--- src/rtl/memory_access_unit.sv ---
// Memory stage bus master: single scalar byte or four-beat 128-bit vector accesses over a 32-bit bus.
// Optional bus-timeout watchdog is enabled by defining MEM_ACCESS_TIMEOUT_EN.
module memory_access_unit (
  input  logic         clk,
  input  logic         reset,
  input  logic         write_memory_enable_memory,
  input  logic         select_writeback_data_mux_memory,
  input  logic         vector_op_memory,
  input  logic [7:0]   ALUresult_memory,
  input  logic [7:0]   srcB_memory,
  input  logic [11:0]  vector_address_data_memory,
  input  logic [127:0] vector_data_memory,
  output logic         stall_memory,
  output logic         mem_req,
  output logic         mem_we,
  output logic [11:0]  mem_addr,
  output logic [31:0]  mem_wdata,
  output logic [3:0]   mem_be,
  input  logic         mem_ready,
  input  logic         mem_rvalid,
  input  logic [31:0]  mem_rdata,
  output logic [7:0]   load_data_scalar,
  output logic [127:0] load_data_vector,
  output logic         load_valid,
  output logic         mem_error
);

  localparam logic [1:0] IDLE    = 2'd0;
  localparam logic [1:0] REQ     = 2'd1;
  localparam logic [1:0] WAIT_RD = 2'd2;
  localparam logic [1:0] DONE    = 2'd3;

  logic [1:0]  state_reg, state_next;
  logic [1:0]  beat_reg;
  logic        load_op_reg;
  logic        access, is_store, in_req, last_beat;
  logic        store_accept, read_accept, read_done;
  logic        timeout_hit, abort_flag;
  logic [11:0] vec_base, vec_addr;

  assign access       = write_memory_enable_memory | select_writeback_data_mux_memory;
  assign is_store     = write_memory_enable_memory;
  assign in_req       = (state_reg == REQ);
  assign last_beat    = !vector_op_memory || (beat_reg == 2'd3);
  assign store_accept = in_req && mem_ready && is_store;
  assign read_accept  = in_req && mem_ready && !is_store;
  assign read_done    = (state_reg == WAIT_RD) && mem_rvalid;

  // Masking keeps the full input in use; the 12-bit add wraps 0xFFC -> 0x000 for free.
  assign vec_base = vector_address_data_memory & 12'hFFC;
  assign vec_addr = vec_base + {8'd0, beat_reg, 2'b00};

`ifdef MEM_ACCESS_TIMEOUT_EN
  logic [7:0] wdog_reg;
  logic       err_reg, abort_reg, waiting;

  assign waiting     = (in_req && !mem_ready) || ((state_reg == WAIT_RD) && !mem_rvalid);
  assign timeout_hit = waiting && (wdog_reg == 8'd254);
  assign abort_flag  = abort_reg;
  assign mem_error   = err_reg;

  always_ff @(posedge clk or negedge reset) begin
    if (!reset) begin
      wdog_reg  <= 8'd0;
      err_reg   <= 1'b0;
      abort_reg <= 1'b0;
    end else begin
      wdog_reg <= waiting ? wdog_reg + 8'd1 : 8'd0;
      if (timeout_hit)
        err_reg <= 1'b1;
      if (state_reg == IDLE)
        abort_reg <= 1'b0;
      else if (timeout_hit)
        abort_reg <= 1'b1;
    end
  end
`else
  assign timeout_hit = 1'b0;
  assign abort_flag  = 1'b0;
  assign mem_error   = 1'b0;
`endif

  always_comb begin
    state_next = state_reg;
    case (state_reg)
      IDLE:    if (access) state_next = REQ;
      REQ: begin
        if (store_accept)     state_next = last_beat ? DONE : REQ;
        else if (read_accept) state_next = WAIT_RD;
      end
      WAIT_RD: if (mem_rvalid) state_next = last_beat ? DONE : REQ;
      default: state_next = IDLE;
    endcase
    if (timeout_hit)
      state_next = DONE;
  end

  always_ff @(posedge clk or negedge reset) begin
    if (!reset) begin
      state_reg   <= IDLE;
      beat_reg    <= 2'd0;
      load_op_reg <= 1'b0;
    end else begin
      state_reg <= state_next;
      if (state_reg == IDLE) begin
        beat_reg    <= 2'd0;
        load_op_reg <= !write_memory_enable_memory && select_writeback_data_mux_memory;
      end else if (store_accept || read_done) begin
        beat_reg <= beat_reg + 2'd1;
      end
    end
  end

  // Bus outputs are derived from frozen pipeline inputs, so they stay stable while REQ waits.
  always_comb begin
    mem_req   = in_req;
    mem_we    = in_req && is_store;
    mem_addr  = 12'd0;
    mem_be    = 4'd0;
    mem_wdata = 32'd0;
    if (in_req) begin
      if (vector_op_memory) begin
        mem_addr  = vec_addr;
        mem_be    = 4'hF;
        mem_wdata = vector_data_memory[{beat_reg, 5'b00000} +: 32];
      end else begin
        mem_addr  = {4'b0000, ALUresult_memory[7:2], 2'b00};
        mem_be    = 4'b0001 << ALUresult_memory[1:0];
        mem_wdata = {4{srcB_memory}};
      end
    end
  end

  always_ff @(posedge clk or negedge reset) begin
    if (!reset)
      load_data_scalar <= 8'd0;
    else if (read_done && !vector_op_memory)
      load_data_scalar <= mem_rdata[{ALUresult_memory[1:0], 3'b000} +: 8];
  end

  genvar gi;
  generate
    for (gi = 0; gi < 4; gi++) begin : g_lane
      always_ff @(posedge clk or negedge reset) begin
        if (!reset)
          load_data_vector[32*gi +: 32] <= 32'd0;
        else if (read_done && vector_op_memory && (beat_reg == gi[1:0]))
          load_data_vector[32*gi +: 32] <= mem_rdata;
      end
    end
  endgenerate

  assign load_valid   = (state_reg == DONE) && load_op_reg && !abort_flag;
  assign stall_memory = access && (state_reg != DONE);

endmodule

--- config.mk ---
export PLATFORM = sky130hd
export DESIGN_NAME = memory_access_unit
export DESIGN_NICKNAME = d
export VERILOG_FILES = /design/src/rtl/memory_access_unit.sv
export SDC_FILE = /design/constraint.sdc
export NUM_CORES = 1
export LEC_CHECK = 0
export BUFFER_PORTS_ARGS = -buffer_cell sky130_fd_sc_hd__clkbuf_2
export CAP_MARGIN = 20
export CORE_AREA = 2 2 147 149
export CTS_BUF_LIST = sky130_fd_sc_hd__clkbuf_16
export CTS_CLUSTER_DIAMETER = 60
export DETAILED_ROUTE_END_ITERATION = 8
export DIE_AREA = 0 0 149 151
export PLACE_DENSITY = 0.66
export SYNTH_ARGS = -nofsm -noshare
export SYNTH_HDL_FRONTEND = slang
export SYNTH_SLANG_ARGS = --single-unit
export TNS_END_PERCENT = 10
--- constraint.sdc ---
create_clock -name clk -period 2.6 [get_ports clk]
set_clock_uncertainty 0.15 [all_clocks]
set_input_delay 0.13 -clock clk [delete_from_list [all_inputs] [get_ports clk]]
set_output_delay 0.13 -clock clk [all_outputs]
set_load 0.02 [all_outputs]
* After elaboration in Yosys (flattened, before gate mapping)
Cells that the tools add are included.
** Word-level totals
- Register bits after elaboration :: 141
- Logic and storage cells :: 60
** Cells by class
- Add/sub/neg operators :: 2
- Equality and inequality tests :: 10
- Shift operators :: 3
- Mux-type cells :: 14
- Bitwise gates (word level) :: 1
- Reduce and logical (&&, ||, !) cells :: 22
** Operators by type and width (count)
- indexed part select 128 x 8 -> 32 bit :: 1
- two-way mux 32 bit :: 2
- indexed part select 32 x 6 -> 8 bit :: 1
- two-way mux 12 bit :: 2
- logical AND 1 bit :: 14
- two-way mux 2 bit :: 7
- adder 12 x 4 -> 12 bit :: 1
- equality test 2 bit, second input constant :: 4
- two-way mux 4 bit :: 2
- inequality test 2 bit, second input constant :: 3
- case mux 2 bit (3 select lines) :: 1
- equality test 2 x 1 -> 1 bit, second input constant :: 2
- logical NOT 2 bit :: 2
- left shift 1 x 2 -> 4 bit, first input constant :: 1
- inequality test 3 x 1 -> 1 bit, second input constant :: 1
- AND reduction 3 bit :: 1
- adder 2 x 1 -> 2 bit, second input constant :: 1
- logical NOT 1 bit :: 2
- logical OR 1 bit :: 2
- nonzero test 2 bit :: 1
- bitwise OR 1 bit :: 1

* Depth between registers and ports, before layout
Gate-level depths: netlist of run 1.
- Depth in word-level cells :: 6
- Depth in mapped cells :: 7
- Mapped depth without buffers :: 6

* Worst setup path before layout of run 1
OpenSTA, ideal clock, no wires.
- Kind :: reg2out
- Start point :: reg beat_reg[1]
- End point :: out mem_addr[8]
- Arrival time :: 2.355 ns
- Required time :: 2.320 ns
- Path slack :: -0.035 ns
- Stages on the path, launching flop included :: 7
- Path buffers :: 2
- Cells stage by stage :: dfrtp_1 -> clkbuf_1 -> clkbuf_1 -> inv_1 -> fa_1 -> nand4b_1 -> o31ai_1
** Between the ends
- Word-level cells in the longest chain between the ends :: 3
** Ends and longest elaborated chain
- from (decl) :: line 34 : logic [1:0] beat_reg;
- from (signal assigned) :: line 109 : beat_reg <= beat_reg + 2'd1;
- adder 12 x 4 -> 12 bit :: line 51 : assign vec_addr = vec_base + {8'd0, beat_reg, 2'b00};
- two-way mux 12 bit :: line 122 : if (vector_op_memory) begin
- two-way mux 12 bit :: line 121 : if (in_req) begin
- to (decl) :: line 16 : output logic [11:0] mem_addr,
Every way passes these cells.

* Worst setup path after layout of run 1
- Start point :: reg beat_reg[0]
- End point :: reg state_reg[1]
** Between the ends
- Word-level cells in the longest chain between the ends :: 5
** Ends and longest elaborated chain
- equality test 2 bit (*) :: line 44 : assign last_beat = !vector_op_memory || (beat_reg == 2'd3);
- logical OR 1 bit (*) :: line 44
- two-way mux 2 bit (*) :: line 88, 91
- two-way mux 2 bit, on equally long branches :: line 91, 88
- case mux 2 bit (3 select lines) (*) :: line 85 : case (state_reg)
- to (signal assigned) :: line 104 : state_reg <= state_next;
- to (decl) :: line 33 : logic [1:0] state_reg, state_next;
Mark *: on every way between the ends. The rest lies on a longest branch, timed or not. The select of a mux whose other input is x is not followed.
A chain may end at the register's enable or synchronous reset.

==> results of run 1 <==
[Yosys cell counts, types with 2 or more instances]
| library cell | instances |
|---|---|
| inv_1 | 13 |
| clkbuf_1 | 10 |
| buf_4 | 5 |
| o211ai_1 | 3 |
| mux4_2 | 40 |
| o21ai_0 | 7 |
| mux2_2 | 136 |
| buf_1 | 2 |
| a21oi_1 | 10 |
| dfrtp_1 | 141 |
| mux2i_1 | 5 |
| buf_2 | 19 |
| nand2_1 | 75 |
| xnor2_1 | 2 |
| nor2_1 | 9 |
| o2bb2ai_1 | 2 |
| o31ai_1 | 3 |
| or4_1 | 3 |
| ha_1 | 6 |
| nand3b_1 | 11 |
| nand3_1 | 2 |
[what timing repair did]
action,CTS,global route
setup endpoints to repair,9,31
pin swaps,0,4
hold endpoints to repair,239,0
hold buffers,40,0
buffers inserted,1,4
gates resized for setup,2,7
[worst max-delay path, stage by stage, from the launching register on]
cell and delay, ps:
dfrtp_2 430, buf_12 210, ha_2 240, o2111ai_1 180, dlygate4sd3_1 560, o21ai_0 70, dlygate4sd3_1 560
[cell type report]
type | count | area [um^2] | area share, %
clock inverter | 14 | 168.9 | 1.626
antenna | 1 | 2.502 | 0.02410
multi-input combinational | 336 | 3357 | 32.33
clock buffer | 17 | 425.4 | 4.096
timing repair buffer | 438 | 2501 | 24.08
sequential | 141 | 3533 | 34.02
tap | 275 | 344.1 | 3.313
inverter | 13 | 52.55 | 0.5060
[worst paths after layout]
check / from / to / slack, ps / depth (start not counted)
hold reg to reg: load_data_vector[38]$_DFFE_PN0P_ / load_data_vector[38]$_DFFE_PN0P_ / 350 / 1
min in group clk: vector_op_memory / load_data_scalar[6]$_DFFE_PN0P_ / 100 / 3
hold / removal: reset / load_data_vector[20]$_DFFE_PN0P_ / 100 / 2
setup / recovery: beat_reg[0]$_DFFE_PN0P_ / state_reg[1]$_DFFE_PN0P_ / 70 / 6
max in group asynchronous: reset / state_reg[0]$_DFFE_PN0P_ / 1500 / 3
setup reg to reg: beat_reg[0]$_DFFE_PN0P_ / state_reg[1]$_DFFE_PN0P_ / 70 / 6
[report_power, final]
group	internal [W]	total [W]	switching (W)
combinational	0.00196	0.00473	0.00277
sequential	0.00286	0.00323	0.000373
clock	0.00151	0.00247	0.000963
[routing by layer]
metal	part of all wire [%]	up-vias	global-route usage (%)
met5	0.040	-	0
li1	-	2751	-
met2	50	251	36.08
met1	41	3086	27.92
met4	1.6	2	5.619
met3	7.1	26	6.084
[through the flow]
step	setup TNS [ps]	area, um^2	std cells
after floorplan	-30.95	7094	526
after global placement	0	9333	1158
after detailed placement	0	9333	1158
after CTS	0	10340	1230
after global routing	-108.7	10380	1234
final	0	10390	1235
[logic make-up (layout without fill, tap and decap cells)]
group           count (synthesis)  after routing  share of synthesized area [%]
buf+inv                        49            482                          3.198
simple gates                  111            111                          7.421
xor+xnor                        3              3                         0.3711
compound gates                 31             31                          2.739
mux                           181            181                          35.05
other cells                     1              4                        0.05295
fa+ha+maj                       7              7                          1.343
flops                         141            141                          49.82
==> results.sh, run 1 <==
export IMPL_status="complete, no violations"
export IMPL_max_slew_margin_pct=62.34
export IMPL_synth_edf_count=0
export IMPL_yosys_top_cells_area="dfrtp_1 (50%), mux2_2 (22%), mux4_2 (13%)"
export IMPL_fin_crit_sh_pct=97.22
export IMPL_clkSlewWorstSetupHoldPaths_ps=60
export IMPL_die_height_um=151
export IMPL_critPathKind="flop to flop"
export IMPL_grt_pass1_vias=5986
export IMPL_cts_sinks=141
export IMPL_cts_tree="done"
export IMPL_core_area_um2=20820
export IMPL_netlist_area_um2=7082
export IMPL_layout_commonest_cell="clkbuf_2"
export IMPL_drc_errors=0
export IMPL_synth_seq_cells=141
export IMPL_insertion_delay_ps=420
export IMPL_drt_vias_per_instance=4.952
export IMPL_port_buffers=378
export IMPL_synthFlopType="dfrtp_1"
export IMPL_num_vias=6116
export IMPL_wl_per_cell_um=20.25
export IMPL_drt_iter0_drc=273
export IMPL_startpoint_type="flop"
export IMPL_dp_slack_ps=335.1
export IMPL_synth_seq_area_share_pct=49.82
export IMPL_ir_drop_mv=0.7067
export IMPL_critical_path_arrival_ps=2670
export IMPL_fin_ws_ps=72.38
export IMPL_final_max_slew_viol_count=0
export IMPL_fmax_ghz=0.3956
export IMPL_holdWs_ps=100.9
export IMPL_final_cell_mix="clkbuf_2 (376), dfrtp_1 (137), mux2_2 (136)"
export IMPL_final_nets=1149
export IMPL_synthDominantCellAreaShare_pct=49.82
export IMPL_p_leak_nw=5.606
export IMPL_fin_crit_ps=2528
export IMPL_drt_wl_total_um=25010
export IMPL_ys_types=41
export IMPL_cp_required_ps=2750
export IMPL_drive_gt1_share_pct=64.34
export IMPL_syn2layout_area_growth_pct=46.64
export IMPL_setup_viol=0
export IMPL_fillCellCount=1871
export IMPL_grt_max_degree=60
export IMPL_end_kind="flop"
export IMPL_grt_overflow_total=0
export IMPL_path_max_fanout=38
export IMPL_antenna_found_initial=2
export IMPL_ant_nets=0
export IMPL_cap_violations=0
export IMPL_async_flop_share_pct=100.0
export IMPL_synth_avg_cell_area_um2=13.51
export IMPL_place_hpwl_um=19230
export IMPL_num_io_pins=384
export IMPL_cts_buffers=17
export IMPL_die_w_um=149
export IMPL_grt_pass1_wl_um=36110
export IMPL_top_register="load_data_vector"
export IMPL_globalRouteTotalUtil_pct=21.65
export IMPL_cts_buffer_depth=2
export IMPL_tightest_slew_ps=564.8
export IMPL_min_path_type="input port to async pin"
export IMPL_gp_congestion=0.8248
export IMPL_dieArea_um2=22500
export IMPL_syn_inst=524
export IMPL_rows=53
export IMPL_initial_utilization_pct=34.01
export IMPL_rsz0062_at_grt="yes"
export IMPL_final_util_pct=49.87
export IMPL_cts_root_buffer="clkbuf_16"
export IMPL_reg_top3="load_data_vector x128, load_data_scalar x8"
export IMPL_power_w=0.01044
export IMPL_htreeDepth=4
export IMPL_yosys_warnings=0
export IMPL_drtPass1Iterations=4
export IMPL_synth_top_area_cell="dfrtp_1"
export IMPL_largest_reg_flops=128
export IMPL_power_density_nw_per_um2=1005
export IMPL_hold_viol=0
No activity file was read; power rests on OpenSTA's default activity.
==> run 2, diff against run 1 <==
--- a/config.mk
+++ b/config.mk
@@ -12,7 +12,9 @@
 export CTS_CLUSTER_DIAMETER = 60
 export DETAILED_ROUTE_END_ITERATION = 8
 export DIE_AREA = 0 0 149 151
+export MAX_ROUTING_LAYER = met4
 export PLACE_DENSITY = 0.66
+export SETUP_SLACK_MARGIN = 0.3
 export SYNTH_ARGS = -nofsm -noshare
 export SYNTH_HDL_FRONTEND = slang
 export SYNTH_SLANG_ARGS = --single-unit
==> results.sh, run 2 (synthesis results as in run 1) <==
export IMPL_status="complete, no violations"
export IMPL_drt_vias_per_instance=5.023
export IMPL_power_w=0.01063
export IMPL_grt_overflow_total=0
export IMPL_insertion_delay_ps=420
export IMPL_grt_max_degree=64
export IMPL_drt_iter0_drc=212
export IMPL_power_density_nw_per_um2=1012
export IMPL_rsz0062_at_grt="yes"
export IMPL_reg_top3="load_data_vector x128, load_data_scalar x8"
export IMPL_path_cells="ha_4 > inv_2 > fa_2 > nand4b_1 > or4_1 > nand2_2 > clkbuf_4"
export IMPL_die_height_um=151
export IMPL_path_delay_family="simple AND/OR/NAND/NOR gates"
export IMPL_min_path_type="input port to async pin"
export IMPL_path_max_fanout=3
export IMPL_initial_utilization_pct=34.01
export IMPL_dieArea_um2=22500
export IMPL_clkSlewWorstSetupHoldPaths_ps=60
export IMPL_critical_path_arrival_ps=2200
export IMPL_critPathKind="flop to primary output"
export IMPL_cp_required_ps=2320
export IMPL_rows=53
export IMPL_cts_buffers=17
export IMPL_reg2reg_setup_slack_ps=360
export IMPL_final_nets=1152
export IMPL_p_leak_nw=5.670
export IMPL_cts_sinks=141
export IMPL_finalSetupTns_ps=0
export IMPL_ir_drop_mv=0.5328
export IMPL_die_w_um=149
export IMPL_fmax_ghz=0.4028
export IMPL_fin_crit_sh_pct=95.48
export IMPL_port_buffers=378
export IMPL_final_util_pct=50.42
export IMPL_cp_num_buf_inv=2
export IMPL_final_max_slew_viol_count=0
export IMPL_drc_errors=0
export IMPL_globalRouteTotalUtil_pct=24.60
export IMPL_syn2layout_area_growth_pct=48.25
export IMPL_antenna_found_initial=5
export IMPL_gp_congestion=0.9172
export IMPL_num_vias=6234
export IMPL_final_cell_mix="clkbuf_2 (374), dfrtp_1 (140), mux2_2 (136)"
export IMPL_cts_buffer_depth=2
export IMPL_core_area_um2=20820
export IMPL_cts_tree="done"
export IMPL_multi_input_area_um2=3373
export IMPL_grt_pass1_vias=6263
export IMPL_setup_viol=0
export IMPL_drive_gt1_share_pct=64.20
export IMPL_end_kind="primary output"
export IMPL_ant_nets=0
export IMPL_grt_pass1_wl_um=38830
export IMPL_drt_wl_total_um=27500
export IMPL_cts_root_buffer="clkbuf_16"
export IMPL_max_slew_margin_pct=59.71
export IMPL_top_register="load_data_vector"
export IMPL_wl_per_cell_um=22.16
export IMPL_holdWs_ps=123.3
export IMPL_fillCellCount=1883
export IMPL_fin_crit_ps=2482
export IMPL_tightest_slew_ps=604.4
export IMPL_layout_commonest_cell="clkbuf_2"
export IMPL_htreeDepth=4
export IMPL_critical_path_max_stage_delay_ps=430
export IMPL_num_io_pins=384
export IMPL_drtPass1Iterations=4
export IMPL_seq_area_um2=3530
export IMPL_hold_viol=0
export IMPL_cap_violations=0
export IMPL_largest_reg_flops=128
export IMPL_startpoint_type="flop"
export IMPL_place_hpwl_um=21390
export IMPL_crit_slowest_cell="or4_1"
run 2: cell types whose count changed in the layout (fill, tap and decap cells not counted), sizes merged:
| cell | before | now |
|---|---|---|
| clkbuf | 393 | 392 |
| bufbuf | 0 | 1 |
| buf | 22 | 25 |
| clkinv | 7 | 6 |
| clkinvlp | 3 | 1 |
| diode | 1 | 5 |
| inv | 14 | 16 |
run 2: path summary, 6_finish.rpt:
kind                                                  start                           endpoint  cells past startpoint
setup / recovery                    beat_reg[0]$_DFFE_PN0P_                       mem_addr[10]                      7
hold / removal                                        reset  load_data_vector[114]$_DFFE_PN0P_                      2
setup reg to reg                    beat_reg[0]$_DFFE_PN0P_  load_data_vector[109]$_DFFE_PN0P_                      7
hold reg to reg            load_data_vector[38]$_DFFE_PN0P_   load_data_vector[38]$_DFFE_PN0P_                      1
max in group asynchronous                             reset  load_data_vector[119]$_DFFE_PN0P_                      3
min in group clk                           vector_op_memory    load_data_scalar[7]$_DFFE_PN0P_                      4
run 2: area by class of cell:
type | count | area share, %
multi-input cells | 336 | 32.13
inverters | 13 | 0.4886
repair buffers | 441 | 24.86
clock inverters | 13 | 1.454
flip-flops and latches | 141 | 33.62
diodes | 5 | 0.1192
clock buffers | 17 | 4.052
well taps | 275 | 3.277
run 2: routing by layer:
layer | track usage (%) | vias up | wire, um
met5 | - | - | 0
met4 | 7.952 | 0 | 584
met3 | 7.741 | 32 | 2087
met2 | 38.34 | 282 | 13280
met1 | 30.68 | 3159 | 11550
li1 | - | 2761 | -
run 2: timing repair:
action                     4_1_cts  5_1_grt
hold buffers                    40        0
setup endpoints to repair       39       52
gates cloned                     2        0
buffers inserted                 4        1
pin swaps                        0        1
hold endpoints to repair       192        0
gates resized for setup          8        8
run 2: worst register-to-register path, delay by kind of cell, from the launching register on:
| kind | cells | cell delay (ps) |
|---|---|---|
| adders and majority gates | 1 | 230 |
| buffers and inverters | 4 | 830 |
| DFF | 1 | 420 |
| muxes | 1 | 410 |
| and+or+nand+nor | 1 | 90 |
run 2: through the flow:
step	std cells	cell area [um^2]	setup WS (ps)
2_1_floorplan	526	7117	318.1
3_3_place_gp	1159	9355	364.6
3_5_place_dp	1159	9355	357.1
4_1_cts	1235	10450	75.83
5_1_grt	1241	10500	49.74
6_report	1241	10500	117.6
run 2: where the power goes:
| group | internal [W] | switching, W | total, W |
|---|---|---|---|
| clock | 0.00149 | 0.000944 | 0.00243 |
| combinational | 0.00209 | 0.00290 | 0.00499 |
| sequential | 0.00285 | 0.000350 | 0.00320 |
==> run 3, diff against run 2 <==
--- a/config.mk
+++ b/config.mk
@@ -7,13 +7,12 @@
 export LEC_CHECK = 0
 export BUFFER_PORTS_ARGS = -buffer_cell sky130_fd_sc_hd__clkbuf_2
 export CAP_MARGIN = 20
-export CORE_AREA = 2 2 147 149
+export CORE_AREA = 2 2 149 151
 export CTS_BUF_LIST = sky130_fd_sc_hd__clkbuf_16
 export CTS_CLUSTER_DIAMETER = 60
 export DETAILED_ROUTE_END_ITERATION = 8
-export DIE_AREA = 0 0 149 151
+export DIE_AREA = 0 0 151 153
 export MAX_ROUTING_LAYER = met4
-export PLACE_DENSITY = 0.66
 export SETUP_SLACK_MARGIN = 0.3
 export SYNTH_ARGS = -nofsm -noshare
 export SYNTH_HDL_FRONTEND = slang
==> constraint.sdc (replaced) <==
create_clock -name clk -period 2.8 [get_ports clk]
set_clock_uncertainty 0.15 [all_clocks]
set_input_delay 0.14 -clock clk [delete_from_list [all_inputs] [get_ports clk]]
set_output_delay 0.14 -clock clk [all_outputs]
set_load 0.02 [all_outputs]
==> results.sh, run 3 (synthesis results as in run 1) <==
export IMPL_grt_pass1_vias=6247
export IMPL_grt_overflow_total=0
export IMPL_diodes=0
export IMPL_grt_pass1_wl_um=37140
export IMPL_drc_errors=0
export IMPL_die_height_um=153
export IMPL_path_delay_family="buffers and inverters"
export IMPL_path_max_fanout=13
export IMPL_intPower_w=0.005792
export IMPL_syn2layout_area_growth_pct=46.18
export IMPL_critPathKind="flop to primary output"
export IMPL_pwr_share_clk_pct=22.7
export IMPL_cts_sinks=141
export IMPL_place_hpwl_um=19220
export IMPL_final_nets=1146
export IMPL_clkSlewWorstSetupHoldPaths_ps=60
export IMPL_largest_reg_flops=128
export IMPL_fin_crit_sh_pct=90.39
export IMPL_num_io_pins=384
export IMPL_ir_drop_mv=0.4995
export IMPL_cp_required_ps=2510
export IMPL_crit_slowest_cell="dfrtp_1"
export IMPL_htreeDepth=4
export IMPL_drt_iter0_drc=256
export IMPL_setup_viol=0
export IMPL_layout_commonest_cell="clkbuf_2"
export IMPL_fmax_ghz=0.3951
export IMPL_drt_wl_total_um=25300
export IMPL_power_w=0.009694
export IMPL_rsz0062_at_grt="yes"
export IMPL_antenna_found_initial=0
export IMPL_final_cell_mix="clkbuf_2 (375), dfrtp_1 (140), mux2_2 (136)"
export IMPL_dieArea_um2=23100
export IMPL_p_leak_nw=5.609
export IMPL_insertion_delay_ps=410
export IMPL_cts_tree="done"
export IMPL_holdWs_ps=70.94
export IMPL_drtPass1Iterations=4
export IMPL_cap_violations=0
export IMPL_critical_path_max_stage_delay_ps=380
export IMPL_critical_path_arrival_ps=2240
export IMPL_max_slew_margin_pct=62.65
export IMPL_tightest_slew_ps=560.2
export IMPL_dp_slack_ps=498.5
export IMPL_cts_buffers=17
export IMPL_num_vias=6054
export IMPL_wl_per_cell_um=20.45
export IMPL_grt_max_degree=62
export IMPL_initial_utilization_pct=32.96
export IMPL_top_register="load_data_vector"
export IMPL_seq_power_share_pct=30.7
export IMPL_p_comb_share_pct=46.6
export IMPL_final_max_slew_viol_count=0
export IMPL_port_buffers=378
export IMPL_swShare_pct=40.25
export IMPL_fin_crit_ps=2531
export IMPL_min_path_type="input port to flop"
export IMPL_end_kind="primary output"
export IMPL_power_density_nw_per_um2=936.4
export IMPL_fillCellCount=1996
export IMPL_cts_buffer_depth=2
export IMPL_hold_viol=0
export IMPL_p_sw_w=0.003902
export IMPL_drt_vias_per_instance=4.894
export IMPL_reg_top3="load_data_vector x128, load_data_scalar x8"
export IMPL_cp_num_buf_inv=3
export IMPL_final_util_pct=48.18
export IMPL_cts_root_buffer="clkbuf_16"
export IMPL_path_cells="inv_1 > nand2_1 > clkinvlp_4 > o21ai_0 > nor3b_1 > clkbuf_2"
export IMPL_rows=54
export IMPL_ant_nets=0
export IMPL_fin_ws_ps=269.1
export IMPL_core_area_um2=21490
export IMPL_startpoint_type="flop"
export IMPL_finalSetupTns_ps=0
export IMPL_drive_gt1_share_pct=64.37
export IMPL_status="complete, no violations"
export IMPL_globalRouteTotalUtil_pct=22.27
export IMPL_gp_congestion=0.9180
export IMPL_die_w_um=151
run 3: power by group through the flow:
stage	clock network (W)	logic [W]	registers (W)
after global placement	0	0.00438	0.00298
final	0.00220	0.00452	0.00298
after floorplan	0	0.00208	0.00369
after detailed placement	0	0.00442	0.00301
after global routing	0.00234	0.00484	0.00305
after CTS	0.00226	0.00453	0.00297
run 3: metrics by stage:
stage                     instances  instance area [um^2]
final                          1237                 10350
after global routing           1237                 10350
after detailed placement       1161                  9324
after floorplan                 526                  7094
after global placement         1161                  9324
after CTS                      1235                 10330
run 3: per-layer routing:
layer | vias up | share of wire, % | track usage, %
met2 | 246 | 50 | 37.29
met4 | 0 | 2.8 | 8.144
met1 | 3028 | 40 | 25.91
met5 | - | 0 | -
li1 | 2742 | - | -
met3 | 38 | 7.0 | 5.373
run 3: final cells by class:
type	count	area [um^2]	area share, %
clock inverters	15	146.4	1.414
multi-input cells	336	3368	32.54
repair buffers	435	2480	23.95
flip-flops and latches	141	3530	34.09
inverters	13	52.55	0.5076
clock buffers	17	425.4	4.109
well taps	280	350.3	3.384
run 3: repair_timing:
item                                    4_1_cts  5_1_grt
hold buffers                                 38        0
endpoints found under the hold margin       189        0
buffers inserted                              4        2
endpoints found under the setup margin       10       34
gates resized for setup                       6        4
pin swaps                                     0        0
cloned                                        0        0
run 3: path summary, 6_finish.rpt:
check | from | end | slack [ps] | depth (start not counted)
worst max-delay path | state_reg[1]$_DFFE_PN0P_ | mem_addr[7] | 270 | 6
worst min-delay path | vector_op_memory | state_reg[1]$_DFFE_PN0P_ | 70 | 4
worst max register to register | state_reg[0]$_DFFE_PN0P_ | load_data_vector[46]$_DFFE_PN0P_ | 660 | 4
worst min register to register | load_data_vector[76]$_DFFE_PN0P_ | load_data_vector[76]$_DFFE_PN0P_ | 350 | 1
max in group asynchronous | reset | beat_reg[0]$_DFFE_PN0P_ | 1610 | 3
min in group asynchronous | reset | load_data_vector[52]$_DFFE_PN0P_ | 130 | 2
run 3: tightest hold or removal path, stage by stage:
cell and delay (ps):
clkbuf_2 170, nand2_1 100, o2111ai_1 100, o21ai_0 90
